$ cat src/rtl/fifo_pipe_pkg.sv
// -----------------------------------------------------------------------------
// fifo_pipe_pkg
// Shared types and helpers for the FIFO + arithmetic pipeline block.
//   op_mode_t : per-token operation selector carried down the pipeline
//   apply_op  : the single arithmetic rule used by every pipeline stage
// -----------------------------------------------------------------------------
package fifo_pipe_pkg;

    typedef enum logic [1:0] {
        OP_PASS = 2'd0,
        OP_ADD  = 2'd1,
        OP_SUB  = 2'd2,
        OP_RSVD = 2'd3
    } op_mode_t;

    // Widest datapath apply_op supports. Callers zero-extend their operands
    // and keep only their own low bits, which gives modulo-2^W arithmetic for
    // any W up to this value.
    localparam int OP_MAX_W = 64;

    // Reserved mode falls back to pass-through so a stray encoding cannot
    // corrupt data.
    function automatic logic [OP_MAX_W-1:0] apply_op(
        input logic [OP_MAX_W-1:0] data,
        input op_mode_t            mode,
        input logic [OP_MAX_W-1:0] step
    );
        logic [OP_MAX_W-1:0] res;
        case (mode)
            OP_ADD:  res = data + step;
            OP_SUB:  res = data - step;
            default: res = data;
        endcase
        return res;
    endfunction

endpackage

$ cat src/rtl/fifo_pipe_stage.sv
// -----------------------------------------------------------------------------
// fifo_pipe_stage
// One register stage of the arithmetic pipeline. The token's own mode is
// applied to its data and the result is registered together with the
// valid/mode qualifiers. Invalid slots carry zero data.
//
// Ports:
//   clk, rst          clock, asynchronous active-high reset
//   valid_i/mode_i/data_i   token entering this stage
//   valid_o/mode_o/data_o   registered token leaving this stage
// -----------------------------------------------------------------------------
module fifo_pipe_stage
    import fifo_pipe_pkg::*;
#(
    parameter int          WIDTH = 11,
    parameter int unsigned STEP  = 1
) (
    input  logic             clk,
    input  logic             rst,
    input  logic             valid_i,
    input  op_mode_t         mode_i,
    input  logic [WIDTH-1:0] data_i,
    output logic             valid_o,
    output op_mode_t         mode_o,
    output logic [WIDTH-1:0] data_o
);

    localparam logic [WIDTH-1:0] STEP_W = WIDTH'(STEP);

    logic             valid_q, valid_d;
    op_mode_t         mode_q,  mode_d;
    logic [WIDTH-1:0] data_q,  data_d;
    logic [WIDTH-1:0] op_res;

    // Compute at full helper width, keep the low WIDTH bits (modulo wrap).
    assign op_res = WIDTH'(apply_op(OP_MAX_W'(data_i), mode_i, OP_MAX_W'(STEP_W)));

    always_comb begin
        valid_d = valid_i;
        mode_d  = mode_i;
        data_d  = valid_i ? op_res : '0;
    end

    always_ff @(posedge clk or posedge rst) begin
        if (rst) begin
            valid_q <= 1'b0;
            mode_q  <= OP_PASS;
            data_q  <= '0;
        end else begin
            valid_q <= valid_d;
            mode_q  <= mode_d;
            data_q  <= data_d;
        end
    end

    assign valid_o = valid_q;
    assign mode_o  = mode_q;
    assign data_o  = data_q;

endmodule

$ cat src/rtl/fifo_pipe_alu.sv
// -----------------------------------------------------------------------------
// fifo_pipe_alu
// Circular-buffer FIFO (first-word fall-through read) feeding a never-stalled
// NUM_STAGES arithmetic pipeline. Each popped token carries the mode sampled
// in its pop cycle; every stage applies pass / +STEP / -STEP.
//
// Ports:
//   clk, rst        clock, asynchronous active-high reset
//   push, push_data write request and data
//   pop, mode       read request and operation for the token popped now
//   clr_err         synchronous clear of overflow/underflow
//   pop_data        pipeline result (zero when pop_valid=0)
//   pop_valid       pop_data holds a result
//   empty, full     occupancy flags
//   level           occupancy 0..FIFO_DEPTH
//   overflow        sticky: a push was rejected
//   underflow       sticky: a pop was rejected
// -----------------------------------------------------------------------------
module fifo_pipe_alu
    import fifo_pipe_pkg::*;
#(
    parameter int          FIFO_DEPTH = 8,
    parameter int          FIFO_WIDTH = 11,
    parameter int          NUM_STAGES = 3,
    parameter int unsigned STEP       = 1
) (
    input  logic                          clk,
    input  logic                          rst,
    input  logic                          push,
    input  logic [FIFO_WIDTH-1:0]         push_data,
    input  logic                          pop,
    input  logic [1:0]                    mode,
    input  logic                          clr_err,
    output logic [FIFO_WIDTH-1:0]         pop_data,
    output logic                          pop_valid,
    output logic                          empty,
    output logic                          full,
    output logic [$clog2(FIFO_DEPTH):0]   level,
    output logic                          overflow,
    output logic                          underflow
);

    localparam int AW = $clog2(FIFO_DEPTH);
    localparam int PW = AW + 1;

    // Storage (not reset)
    logic [FIFO_WIDTH-1:0] mem [FIFO_DEPTH];

    // Pointers carry one extra wrap bit to distinguish full from empty.
    logic [PW-1:0] wptr_q, wptr_d;
    logic [PW-1:0] rptr_q, rptr_d;
    logic          overflow_q, overflow_d;
    logic          underflow_q, underflow_d;

    logic push_acc;
    logic pop_acc;

    assign empty = (wptr_q == rptr_q);
    assign full  = (wptr_q[PW-1] != rptr_q[PW-1]) && (wptr_q[AW-1:0] == rptr_q[AW-1:0]);
    assign level = wptr_q - rptr_q;

    // Acceptance uses this cycle's flags only; a same-cycle pop does not make
    // room for a push, and a same-cycle push does not feed a pop.
    assign push_acc = push && !full;
    assign pop_acc  = pop  && !empty;

    always_comb begin
        wptr_d      = push_acc ? wptr_q + PW'(1) : wptr_q;
        rptr_d      = pop_acc  ? rptr_q + PW'(1) : rptr_q;
        // A new error wins over a simultaneous clear.
        overflow_d  = (push && full)  || (overflow_q  && !clr_err);
        underflow_d = (pop  && empty) || (underflow_q && !clr_err);
    end

    always_ff @(posedge clk or posedge rst) begin
        if (rst) begin
            wptr_q      <= '0;
            rptr_q      <= '0;
            overflow_q  <= 1'b0;
            underflow_q <= 1'b0;
        end else begin
            wptr_q      <= wptr_d;
            rptr_q      <= rptr_d;
            overflow_q  <= overflow_d;
            underflow_q <= underflow_d;
        end
    end

    always_ff @(posedge clk) begin
        if (push_acc) begin
            mem[wptr_q[AW-1:0]] <= push_data;
        end
    end

    assign overflow  = overflow_q;
    assign underflow = underflow_q;

    // Pipeline: slot 0 is the fall-through head of the FIFO, slot i+1 is the
    // output of stage i.
    logic                  valid_s [NUM_STAGES+1];
    op_mode_t              mode_s  [NUM_STAGES+1];
    logic [FIFO_WIDTH-1:0] data_s  [NUM_STAGES+1];

    assign valid_s[0] = pop_acc;
    assign mode_s[0]  = op_mode_t'(mode);
    assign data_s[0]  = mem[rptr_q[AW-1:0]];

    generate
        for (genvar gi = 0; gi < NUM_STAGES; gi++) begin : g_stage
            fifo_pipe_stage #(
                .WIDTH (FIFO_WIDTH),
                .STEP  (STEP)
            ) u_stage (
                .clk     (clk),
                .rst     (rst),
                .valid_i (valid_s[gi]),
                .mode_i  (mode_s[gi]),
                .data_i  (data_s[gi]),
                .valid_o (valid_s[gi+1]),
                .mode_o  (mode_s[gi+1]),
                .data_o  (data_s[gi+1])
            );
        end
    endgenerate

    assign pop_valid = valid_s[NUM_STAGES];
    assign pop_data  = data_s[NUM_STAGES];

endmodule

$ cat config.mk
export PLATFORM = sky130hd
export DESIGN_NAME = fifo_pipe_alu
export DESIGN_NICKNAME = d
export VERILOG_FILES = /design/src/rtl/fifo_pipe_pkg.sv /design/src/rtl/fifo_pipe_stage.sv /design/src/rtl/fifo_pipe_alu.sv
export SDC_FILE = /design/constraint.sdc
export NUM_CORES = 1
export LEC_CHECK = 0
export ABC_AREA = 1
export BUFFER_PORTS_ARGS = -buffer_cell sky130_fd_sc_hd__buf_2
export CAP_MARGIN = 20
export CORE_ASPECT_RATIO = 2
export CORE_UTILIZATION = 40
export DETAILED_ROUTE_END_ITERATION = 6
export SLEW_MARGIN = 20
export SYNTH_ARGS = -nofsm -noshare
export SYNTH_HDL_FRONTEND = slang
export SYNTH_HIERARCHICAL = 1
export SYNTH_SLANG_ARGS = --single-unit
export TNS_END_PERCENT = 30
$ cat constraint.sdc
create_clock -name clk -period 2.5 [get_ports clk]
set_input_delay 0.25 -clock clk [delete_from_list [all_inputs] [get_ports clk]]
set_output_delay 0.25 -clock clk [all_outputs]
set_load 0.02 [all_outputs]
# After elaboration in Yosys (flattened, before gate mapping)
# Memory sizes are Yosys's and may differ from the RTL's.
# Cells that the tools add are included.
[classes]
addsub = 9
mux = 8
eq_ne = 9
reduce_logical = 12
[ops]
columns = ["operator", "n"]
rows = [
  ["$pmux W11 S2", 3],
  ["$add A11 B1 Y11 const B", 3],
  ["$mux W11", 3],
  ["$sub A11 B1 Y11 const B", 3],
  ["$add A4 B1 Y4 const B", 2],
  ["$logic_and A1 B1 Y1", 7],
  ["$eq A2 B1 Y1 const B", 3],
  ["$eq A2 B2 Y1 const B", 3],
  ["$eq A4 B4 Y1", 1],
  ["$sub A4 B4 Y4", 1],
  ["$eq A3 B3 Y1", 1],
  ["$logic_not A1 Y1", 3],
  ["$logic_or A1 B1 Y1", 2],
  ["$mux W1", 2],
  ["$ne A1 B1 Y1", 1],
]
[totals]
inputBits = 18
ff_bits = 50
ramBits = 88
output_inout_bits = 20
n_memories = 1
wordCells = 51
[memory_table]
columns = ["name", "words", "width", "rd", "rd_clocked_by_memory_dff", "write_ports", "line_no", "source"]
rows = [
  ["mem", 8, 11, 1, 0, 1, "fifo_pipe_alu.sv:47", "logic [FIFO_WIDTH-1:0] mem [FIFO_DEPTH];"],
]

# Logic depth before layout (Yosys ltp)
# Gate-level depths: netlist (run 1).
[depth]
depth_word = 6
ltp_mapped = 20
mapped_depth_nobuf = 19

# By module
# The synthesis (run 1) kept the hierarchy.
[by_module_without_submodules]
columns = ["module", "area_per_inst_um2", "cells_per_inst", "seq_area_each_um2", "instances"]
rows = [
  ["fifo_pipe_alu", 4598.2, 487, 2892.8, 1],
  ["fifo_pipe_stage at g_stage[1].u_stage ...", 1212.4, 186, 350.3, 2],
  ["fifo_pipe_stage at g_stage[0].u_stage", 1236.2, 186, 350.3, 1],
]

# Worst setup path after synthesis (run 1)
# Ideal clock, no wire load.
[synth_timing]
kind = "register to register"
start = "register rptr_q[1]"
end = "memory mem[2][0], enable pin"
period_less_slack_ns = 2.262
path_buffers = 2
stages_incl_launch_ff = 10
t_arrival_ns = 1.883
required_ns = 2.122
setup_time_ns = 0.378
path_slack_ns = 0.238
cell_sequence = "dfrtp_1 -> buf_2 -> inv_2 -> buf_4 -> ha_1 -> nand2_1 -> nor2_4 -> nand2_4 -> nand3_2 -> nor2_1"
[synth_between]
elab_chain_cells = 6
[synth_lines]
columns = ["element", "line_no", "source"]
rows = [
  ["start, declared", "fifo_pipe_alu.sv:51", "logic [PW-1:0] rptr_q, rptr_d;"],
  ["start signal, assigned", "fifo_pipe_alu.sv:83", "rptr_q <= rptr_d;"],
  ["$eq A3 B3 Y1", "fifo_pipe_alu.sv:59", "assign full = (wptr_q[PW-1] != rptr_q[PW-1]) && (wptr_q[AW-1:0] == rptr_q[AW-1:0]);"],
  ["$logic_and A1 B1 Y1", "fifo_pipe_alu.sv:59", ""],
  ["$logic_not A1 Y1", "fifo_pipe_alu.sv:64", "assign push_acc = push && !full;"],
  ["$logic_and A1 B1 Y1", "fifo_pipe_alu.sv:64", ""],
  ["$mux W1", "fifo_pipe_alu.sv:90", "if (push_acc) begin"],
  ["$mux W1 (implied by the code)", "fifo_pipe_alu.sv:91", "mem[wptr_q[AW-1:0]] <= push_data;"],
  ["end, declared", "fifo_pipe_alu.sv:47", ""],
]
# No other way between the ends.

==> reports/metrics.yaml, run 1 <==
cts-htree-levels: 4
cp-start-kind: "flip-flop"
slew_headroom_pct: 63.8
cts.sinks: 138
yosys_warnings: 6
grt_usage_pct: 21.0
critPathBufInv: 4
pin_count: 38
worstSetupPathType: "flip-flop to flip-flop"
finalSetupTns_ns: 0
p_sw_share_pct: 42.4
grt_overflow_total: 0
cellPowerDensity_mw_per_mm2: 1160
slowest_stage: "dfrtp_1"
first_global_vias: 6526
path_cells: "buf_12, nand2_1, nand3_1, nand2_1, nand2_1, nand2_2, nand2_1, inv_1, nor2_2, ha_1, a21o_1, inv_1, o21bai_4, nand2_1, nand3_1, nand3_1, nand2_1, inv_1"
dp_hpwl_mm: 15.5
stdcell_count: 1371
fin_skew_ns: 0.00719
cts_buffers: 17
place.gp.congestion: 0.963
cp-end-kind: "flip-flop"
via_per_inst: 4.83
final_common_cell: "nand2_1"
dr.pass1.iters: 7
syn_to_final_growth_pct: 14.1
final_cell_mix: "nand2_1, inv_1, nand3_1, edfxtp_1, dfrtp_1"
finalPower_mw: 10.9
wl_per_cell_um: 14.8
reg2reg_from: "rptr_q[0]"
cp_data_arrival_time_ns: 2.63
maxCapViolCount: 0
placed_cells: 1336
combPwrFrac_pct: 45.2
p_sw_mw: 4.61
hold_viol: 0
clockPowerShare_pct: 24.5
insertion_delay_ns: 0.43
drive_gt1_share_pct: 15.0
die_height_um: 205
clk_pin_slew_ns: 0.06
grt_pass1_wl_mm: 32.5
grt_start_max_net_pins: 50
syn_inst: 1043
drc_errors: 0
clockRootBuffer: "clkbuf_16"
vias: 6616
syn-num-nets: 1076
place_area_mm2: 0.00869
vdd_drop_max_mv: 0.714
worstMarginPinSlew_ns: 0.542
setup-violations-final: 0
status: "finished, final reports clean"
seqPwrFrac_pct: 30.3
clock_path_buffers: 2
p_int_mw: 6.25
critPathLaunch: "rptr_q[0]"
start_util_pct: 41.0
fmax_mhz: 434
cp_top_family: "simple AND/OR/NAND/NOR gates"
min_period_ns: 2.31
max_stage_delay_ns: 0.40
ant_nets: 0
diodes: 0
cts_tree: "built"
routed_wl_mm: 20.3
holdCritStartpoint: "clr_err"
rsz0062_at_grt: "false"
nets: 1129
worst_ep_required_time_ns: 2.82
finalInstanceArea_mm2: 0.00937
core_mm2: 0.0200
finalCritPeriodShare_pct: 92.2
hold_class: "input pin to flip-flop"
cellLeakagePower_nw: 4.79
fp.dieArea_mm2: 0.0211
drtIter0Drc: 314
crit_top_cell: "nand2_1"
cp_max_fo: 49
whs_ns: 0.0243
slew_violations: 0
synth_area_mm2: 0.00821
io_buffers: 37
floorplan.rows: 73
die_x_um: 103
antenna_found_initial: 0
synth_area_per_cell_um2: 7.87
final cells by class:
cell class                 instances  area [um2]
tap                              262         328
clock buffer                      19         433
multi-input combinational        672        3310
inverter                         199         764
clock inverter                    13         191
timing repair buffer              68         445
fill                            2006       10600
sequential                       138        3890
worst paths after layout:
kind,end,slack [ns],depth (start not counted)
min in group asynchronous,wptr_q[3],0.40,3
min,underflow,0.02,2
max reg2reg,g_stage[0].u_stage/data_o[6],0.19,18
min reg2reg,g_stage[1].u_stage/mode_o[0],0.39,0
max,g_stage[0].u_stage/data_o[6],0.19,18
max in group asynchronous,g_stage[1].u_stage/mode_o[0],1.68,3
per-stage QoR:
stage	utilization, %	setup WS [ns]
global placement	43.4	0.207
CTS	46.7	0.0924
global route	46.8	0.0267
detailed placement	43.4	0.156
floorplan	-	0.238
finish	46.8	0.195
power by group through the flow:
stage	clock network [mW]	logic, mW	registers (mW)
2_1_floorplan	0	3.57	3.28
3_3_place_gp	0	4.86	3.31
3_5_place_dp	0	4.90	3.32
4_1_cts	2.72	4.93	3.28
5_1_grt	2.80	5.57	3.35
6_report	2.66	4.91	3.29
state kept, by name, summed over array words and instances, names as in the netlist:
register	cells
underflow	1
overflow	1
rptr_q	4
g_stage.u_stage/valid_o	3
wptr_q	4
mem	88
g_stage.u_stage/data_o	33
g_stage.u_stage/mode_o	4
per-layer routing:
layer	global-route usage [%]	routed length [um]
met1	17.6	6490
met2	42.3	12100
met3	3.41	502
met4	14.1	1190
met5	0	0
what timing repair did:
item	in CTS	in global routing
setup endpoints to repair	0	5
setup buffers	0	0
endpoints found under the hold margin	52	0
resized for setup	0	5
hold buffers	3	0
Power figures use the tool's default switching activity.
==> run 2: changes to the inputs <==
BUFFER_PORTS_ARGS = -buffer_cell sky130_fd_sc_hd__clkbuf_2   (was -buffer_cell sky130_fd_sc_hd__buf_2)
==> run 2 against run 1 <==
- maximum frequency decreased by 1.8%
- clock skew about the same
- core utilization increased by 0.13 points
- sequential cell count unchanged
- hold slack improved by 0.061 ns
- sequential power about the same
- combinational power increased by 2%
- routed wire length increased by 4.4%
- design area increased by 0.27%
- register-to-register slack improved by 0.04 ns
- clock power decreased by 7.9%
- critical path type is now flip-flop to output pin
- critical endpoint is now level[3]
==> reports/metrics.yaml, run 2 (synthesis gave the netlist of run 1 again) <==
status: "finished, final reports clean"  # unchanged
hold_class: "input pin to flip-flop"  # unchanged
cts_tree: "built"  # unchanged
slew_headroom_pct: 63.0  # was 63.8%
min_to: "mem[4][3]"  # was underflow
ant_nets: 0  # unchanged
floorplan.rows: 73  # unchanged
insertion_delay_ns: 0.44  # was 0.43 ns
reg2reg_to: "g_stage[0].u_stage/data_o[5]"  # was g_stage[0].u_stage/data_o[6]
diodes: 0  # unchanged
cp-start-kind: "flip-flop"  # unchanged
start_util_pct: 41.0  # unchanged
grt_overflow_total: 0  # unchanged
via_per_inst: 4.85  # was 4.83
die_x_um: 103  # unchanged
reg2reg_from: "rptr_q[0]"  # unchanged
clockRootBuffer: "clkbuf_16"  # unchanged
vias: 6685  # was 6,616
fin_skew_ns: 0.00701  # was 0.00719 ns
core_mm2: 0.0200  # unchanged
die_height_um: 205  # unchanged
grt_usage_pct: 22.3  # was 21.0%
syn_to_final_growth_pct: 14.4  # was 14.1%
place.gp.congestion: 0.980  # was 0.963
ff2ff_setup_slack_ns: 0.23  # was 0.19 ns
final_cell_mix: "nand2_1, inv_1, nand3_1, edfxtp_1"  # was nand2_1, inv_1, nand3_1, edfxtp_1, dfrtp_1
cp_data_arrival_time_ns: 2.10  # was 2.63 ns
holdCritStartpoint: "push_data[3]"  # was clr_err
final_common_cell: "nand2_1"  # unchanged
place_ws_ns: 0.208  # was 0.156 ns
clk_pin_slew_ns: 0.06  # about the same
whs_path_depth: 1  # was 2
pin_count: 38  # unchanged
grt_start_max_net_pins: 29  # was 50
cp_max_fo: 19  # was 49
cellPowerDensity_mw_per_mm2: 1140  # was 1160 mW/mm2
whs_ns: 0.0857  # was 0.0243 ns
grt_pass1_wl_mm: 33.9  # was 32.5 mm
cp-end-kind: "output pin"  # was flip-flop
cts-htree-levels: 4  # unchanged
rr_worst_depth: 17  # was 18
setup-violations-final: 0  # unchanged
vdd_drop_max_mv: 0.731  # was 0.714 mV
cts_buffers: 17  # unchanged
antenna_found_initial: 0  # unchanged
finalCritPeriodShare_pct: 93.9  # was 92.2%
io_buffers: 37  # unchanged
maxCapViolCount: 0  # unchanged
min_period_ns: 2.35  # was 2.31 ns
fmax_mhz: 426  # was 434 MHz
worstMarginPinSlew_ns: 0.554  # was 0.542 ns
dp_hpwl_mm: 16.0  # was 15.5 mm
hold_viol: 0  # unchanged
finalWorstSetupSlack_ns: 0.153  # was 0.195 ns
stdcell_count: 1378  # was 1,371
worst_ep_required_time_ns: 2.25  # was 2.82 ns
placed_cells: 1339  # was 1,336
fp.dieArea_mm2: 0.0211  # unchanged
cts.sinks: 138  # unchanged
dr.pass1.iters: 4  # was 7
routed_wl_mm: 21.2  # was 20.3 mm
fin_util_pct: 46.9  # was 46.8%
largest_reg_flops: 88  # unchanged
finalInstanceArea_mm2: 0.00939  # was 0.00937 mm2
first_global_vias: 6665  # was 6,526
drive_gt1_share_pct: 15.7  # was 15.0%
drc_errors: 0  # unchanged
clock_path_buffers: 2  # unchanged
nets: 1136  # was 1,129
critPathLaunch: "rptr_q[1]"  # was rptr_q[0]
worstSetupPathType: "flip-flop to output pin"  # was flip-flop to flip-flop
wl_per_cell_um: 15.4  # was 14.8 um
place_area_mm2: 0.00872  # was 0.00869 mm2
drtIter0Drc: 366  # was 314
slew_violations: 0  # unchanged
cellLeakagePower_nw: 4.78  # was 4.79 nW
==> run 2: cell types whose count changed in the layout (fill, tap and decap cells not counted), moves of 2 or more <==
cell	previous run	this run
buf_2	37	0
clkbuf_2	0	37
buf_4	25	31
clkinvlp_4	0	5
buf_6	2	0
bufinv_16	4	2
clkbuf_1	2	0
dfrtp_1	50	48
dfrtp_2	0	2
inv_6	5	3
==> run 2: layout make-up <==
class                   count  area (um2)
clock buffers              17         425
fillers                  1965       10600
multi-input cells         672        3310
inverters                 199         767
flip-flops and latches    138        3900
well taps                 262         328
repair buffers             75         513
clock inverters            15         151
==> run 2: metrics by stage <==
stage	TNS [ns]	power, mW
6_report	0	10.7
5_1_grt	-0.00193	11.6
4_1_cts	0	10.7
3_5_place_dp	0	8.25
3_3_place_gp	0	8.21
2_1_floorplan	0	6.86
==> run 2: what timing repair did <==
action,CTS,global route
endpoints found under the hold margin,53,0
gates resized for setup,1,6
buffers inserted,0,3
setup endpoints to repair,1,5
hold buffers,4,0
==> run 2: power by group <==
group          leakage (nW)  internal, mW  total, mW  switching [mW]
registers              1.44          2.94       3.29           0.352
clock network         0.269          1.46       2.45           0.990
logic                  3.07          1.68       5.01            3.33
==> run 2: worst max-delay path by stage <==
stage | endpoint | slack (ns) | cells after the start
detailed placement | g_stage[0].u_stage/data_o[8] | 0.21 | 18
global placement | g_stage[0].u_stage/data_o[8] | 0.24 | 18
finish | level[3] | 0.15 | 9
floorplan | mem[2][0] | 0.24 | 9
CTS | level[3] | 0.08 | 9
global route | g_stage[0].u_stage/data_o[8] | -0.002 | 18
==> run 2: metal layers <==
metal	up-vias	global-route usage [%]	share of wire, %
met2	148	43.0	58
met1	3066	18.4	31
met3	93	4.26	3.0
met4	0	18.7	8.2
met5	-	0	0
li1	3378	-	-
==> run 2: critical path, cell delays in order, from the launching register on <==
cell,delay (ns)
dfrtp_2,0.42
inv_2,0.09
buf_12,0.16
ha_1,0.27
nand2_1,0.09
or2_2,0.29
nand2_1,0.06
nand2_1,0.04
nand2_1,0.07
clkbuf_2,0.17
==> run 3: changes to the inputs <==
ABC_CLOCK_PERIOD_IN_PS = 2100   (was not set)
CTS_CLUSTER_SIZE = 20   (was not set)
clock period = 2.1 ns   (was 2.5 ns; I/O delays follow)
==> run 3 against run 2 <==
- the flow now finishes with violations (setup timing)
- clock power rose by 24%
- global-route usage rose by 1.1 points
- final cell count rose by 5.0%
- non-clock buffer count rose by 69
- via count rose by 5.3%
- critical path type unchanged
==> reports/metrics.yaml, run 3 (synthesis gave the netlist of run 1 again) <==
cp_max_fo: 4  # was 19
antenna_found_initial: 0  # unchanged
place_area_mm2: 0.00922  # was 0.00872 mm2
vias: 7037  # was 6,685
place_ws_ns: -0.146  # was 0.208 ns
clockPowerShare_pct: 19.8  # was 22.8%
diodes: 0  # unchanged
place.gp.congestion: 0.977  # was 0.980
max_stage_delay_ns: 0.53  # was 0.42 ns
dr.pass1.iters: 6  # was 4
slew_headroom_pct: 62.3  # was 63.0%
min_period_ns: 2.32
worstMarginPinSlew_ns: 0.564  # was 0.554 ns
drtIter0Drc: 268  # was 366
cellPowerDensity_mw_per_mm2: 1450  # was 1140 mW/mm2
finalSetupTns_ns: -1.57  # was 0 ns
hold_viol: 0  # unchanged
clock_path_buffers: 2  # unchanged
drive_gt1_share_pct: 27.6  # was 15.7%
setup-violations-final: 18  # was 0
clockRootBuffer: "clkbuf_16"  # unchanged
worst_ep_required_time_ns: 1.89  # was 2.25 ns
seqPwrFrac_pct: 25.2  # was 30.6%
cp-end-kind: "output pin"  # unchanged
grt_usage_pct: 23.4  # was 22.3%
hold_class: "input pin to flip-flop"  # unchanged
floorplan.rows: 73  # unchanged
insertion_delay_ns: 0.42  # was 0.44 ns
path_cells: "buf_6, buf_4, buf_6, ha_4, fa_2, inv_1, clkbuf_2"  # was inv_2, buf_12, ha_1, nand2_1, or2_2, nand2_1, nand2_1, nand2_1, clkbuf_2
finalInstanceArea_mm2: 0.0106  # was 0.00939 mm2
slowest_stage: "fa_2"  # was dfrtp_2
finalCritPeriodShare_pct: 110
routed_wl_mm: 22.6  # was 21.2 mm
fp.dieArea_mm2: 0.0211  # unchanged
fin_skew_ns: 0.00705  # was 0.00701 ns
p_sw_mw: 6.43  # was 4.67 mW
p_int_mw: 8.93  # was 6.08 mW
vdd_drop_max_mv: 0.796  # was 0.731 mV
syn_to_final_growth_pct: 28.6  # was 14.4%
final_cell_mix: "nand2_1, inv_1, nand3_1, edfxtp_1, buf_4"  # was nand2_1, inv_1, nand3_1, edfxtp_1
first_global_vias: 7238  # was 6,665
largest_reg_flops: 88  # unchanged
status: "finished with violations"  # was finished, final reports clean
dp_hpwl_mm: 16.5  # was 16.0 mm
cp-start-kind: "flip-flop"  # unchanged
cts.sinks: 138  # unchanged
cts_buffers: 17  # unchanged
slew_violations: 0  # unchanged
crit_top_cell: "buf_6"  # was nand2_1
cts_tree: "built"  # unchanged
clk_pin_slew_ns: 0.06  # about the same
maxCapViolCount: 0  # unchanged
combPwrFrac_pct: 55.0  # was 46.6%
die_height_um: 205  # unchanged
die_x_um: 103  # unchanged
p_sw_share_pct: 41.9  # was 43.4%
cts-htree-levels: 4  # unchanged
grt_overflow_total: 0  # unchanged
via_per_inst: 4.86  # was 4.85
grt_pass1_wl_mm: 35.9  # was 33.9 mm
violations: "setup timing"
rsz0062_at_grt: "true"
drc_errors: 0  # unchanged
worstSetupPathType: "flip-flop to output pin"  # unchanged
cp_data_arrival_time_ns: 2.11  # was 2.10 ns
grt_start_max_net_pins: 33  # was 29
core_mm2: 0.0200  # unchanged
fmax_mhz: 431
io_buffers: 37  # unchanged
finalWorstSetupSlack_ns: -0.219  # was 0.153 ns
final_common_cell: "nand2_1"  # unchanged
wl_per_cell_um: 15.6  # was 15.4 um
finalPower_mw: 15.4  # was 10.7 mW
cellLeakagePower_nw: 5.28  # was 4.78 nW
pin_count: 38  # unchanged
nets: 1206  # was 1,136
start_util_pct: 41.0  # unchanged
ant_nets: 0  # unchanged
[run 3: cell count changes in the layout (fill, tap and decap cells not counted), sizes merged]
cell	delta
inv	+4
clkbuf	+2
clkinv	-6
bufinv	+1
buf	+68
[run 3: critical path, delay by kind of cell, from the launching register on]
kind,cells,cell delay (ns)
adders and majority gates,2,0.68
DFF,1,0.45
buffers and inverters,5,0.56
[run 3: path summary, 6_finish.rpt]
check	startpoint	cells past startpoint	slack (ns)	endpoint
worst min-delay path	push_data[3]	1	0.05	mem[5][3]
max in group asynchronous	rst	3	1.29	g_stage[1].u_stage/mode_o[0]
worst max-delay path	rptr_q[0]	7	-0.22	level[1]
worst max register to register	rptr_q[0]	18	-0.16	g_stage[0].u_stage/data_o[8]
worst min register to register	g_stage[0].u_stage/mode_o[0]	0	0.41	g_stage[1].u_stage/mode_o[0]
min in group asynchronous	rst	3	0.39	rptr_q[3]
[run 3: metrics by stage]
stage | util (%) | std cells | hold slack, ns
4_1_cts | 51.9 | 1442 | 0.0444
3_5_place_dp | 46.1 | 1389 | 0.273
5_1_grt | 52.8 | 1447 | 0.0597
3_3_place_gp | 46.1 | 1389 | 0.280
6_report | 52.8 | 1447 | 0.0535
2_1_floorplan | - | 1043 | 0.0502
[run 3: final cells by class]
type	count	area [um2]
multi-input combinational	672	3700
timing repair buffer	144	1260
timing repair inverter	1	7.51
clock inverter	13	168
inverter	199	769
clock buffer	18	429
tap	262	328
sequential	138	3890
fill	1830	9450
[run 3: layer usage]
metal	share of wire, %	GRT usage, %	vias up
li1	-	-	3517
met1	31	19.5	3256
met2	59	47.1	170
met3	3.2	4.47	94
met4	6.7	14.9	0
met5	0	0	-
[run 3: power groups by stage]
stage               Clock (mW)  Sequential, mW  Combinational [mW]
CTS                       3.10            3.87                8.05
global route              3.20            3.94                9.27
finish                    3.04            3.87                8.44
detailed placement           0            3.91                6.87
global placement             0            3.90                6.79
floorplan                    0            3.91                4.25
[run 3: repair_timing]
action                                 CTS  global route
setup buffers                           18             4
gates resized for setup                103            33
pin swaps                               56            16
endpoints found under the hold margin   54             0
hold buffers                             4             0
cloned                                   1             1
setup endpoints to repair              101            28
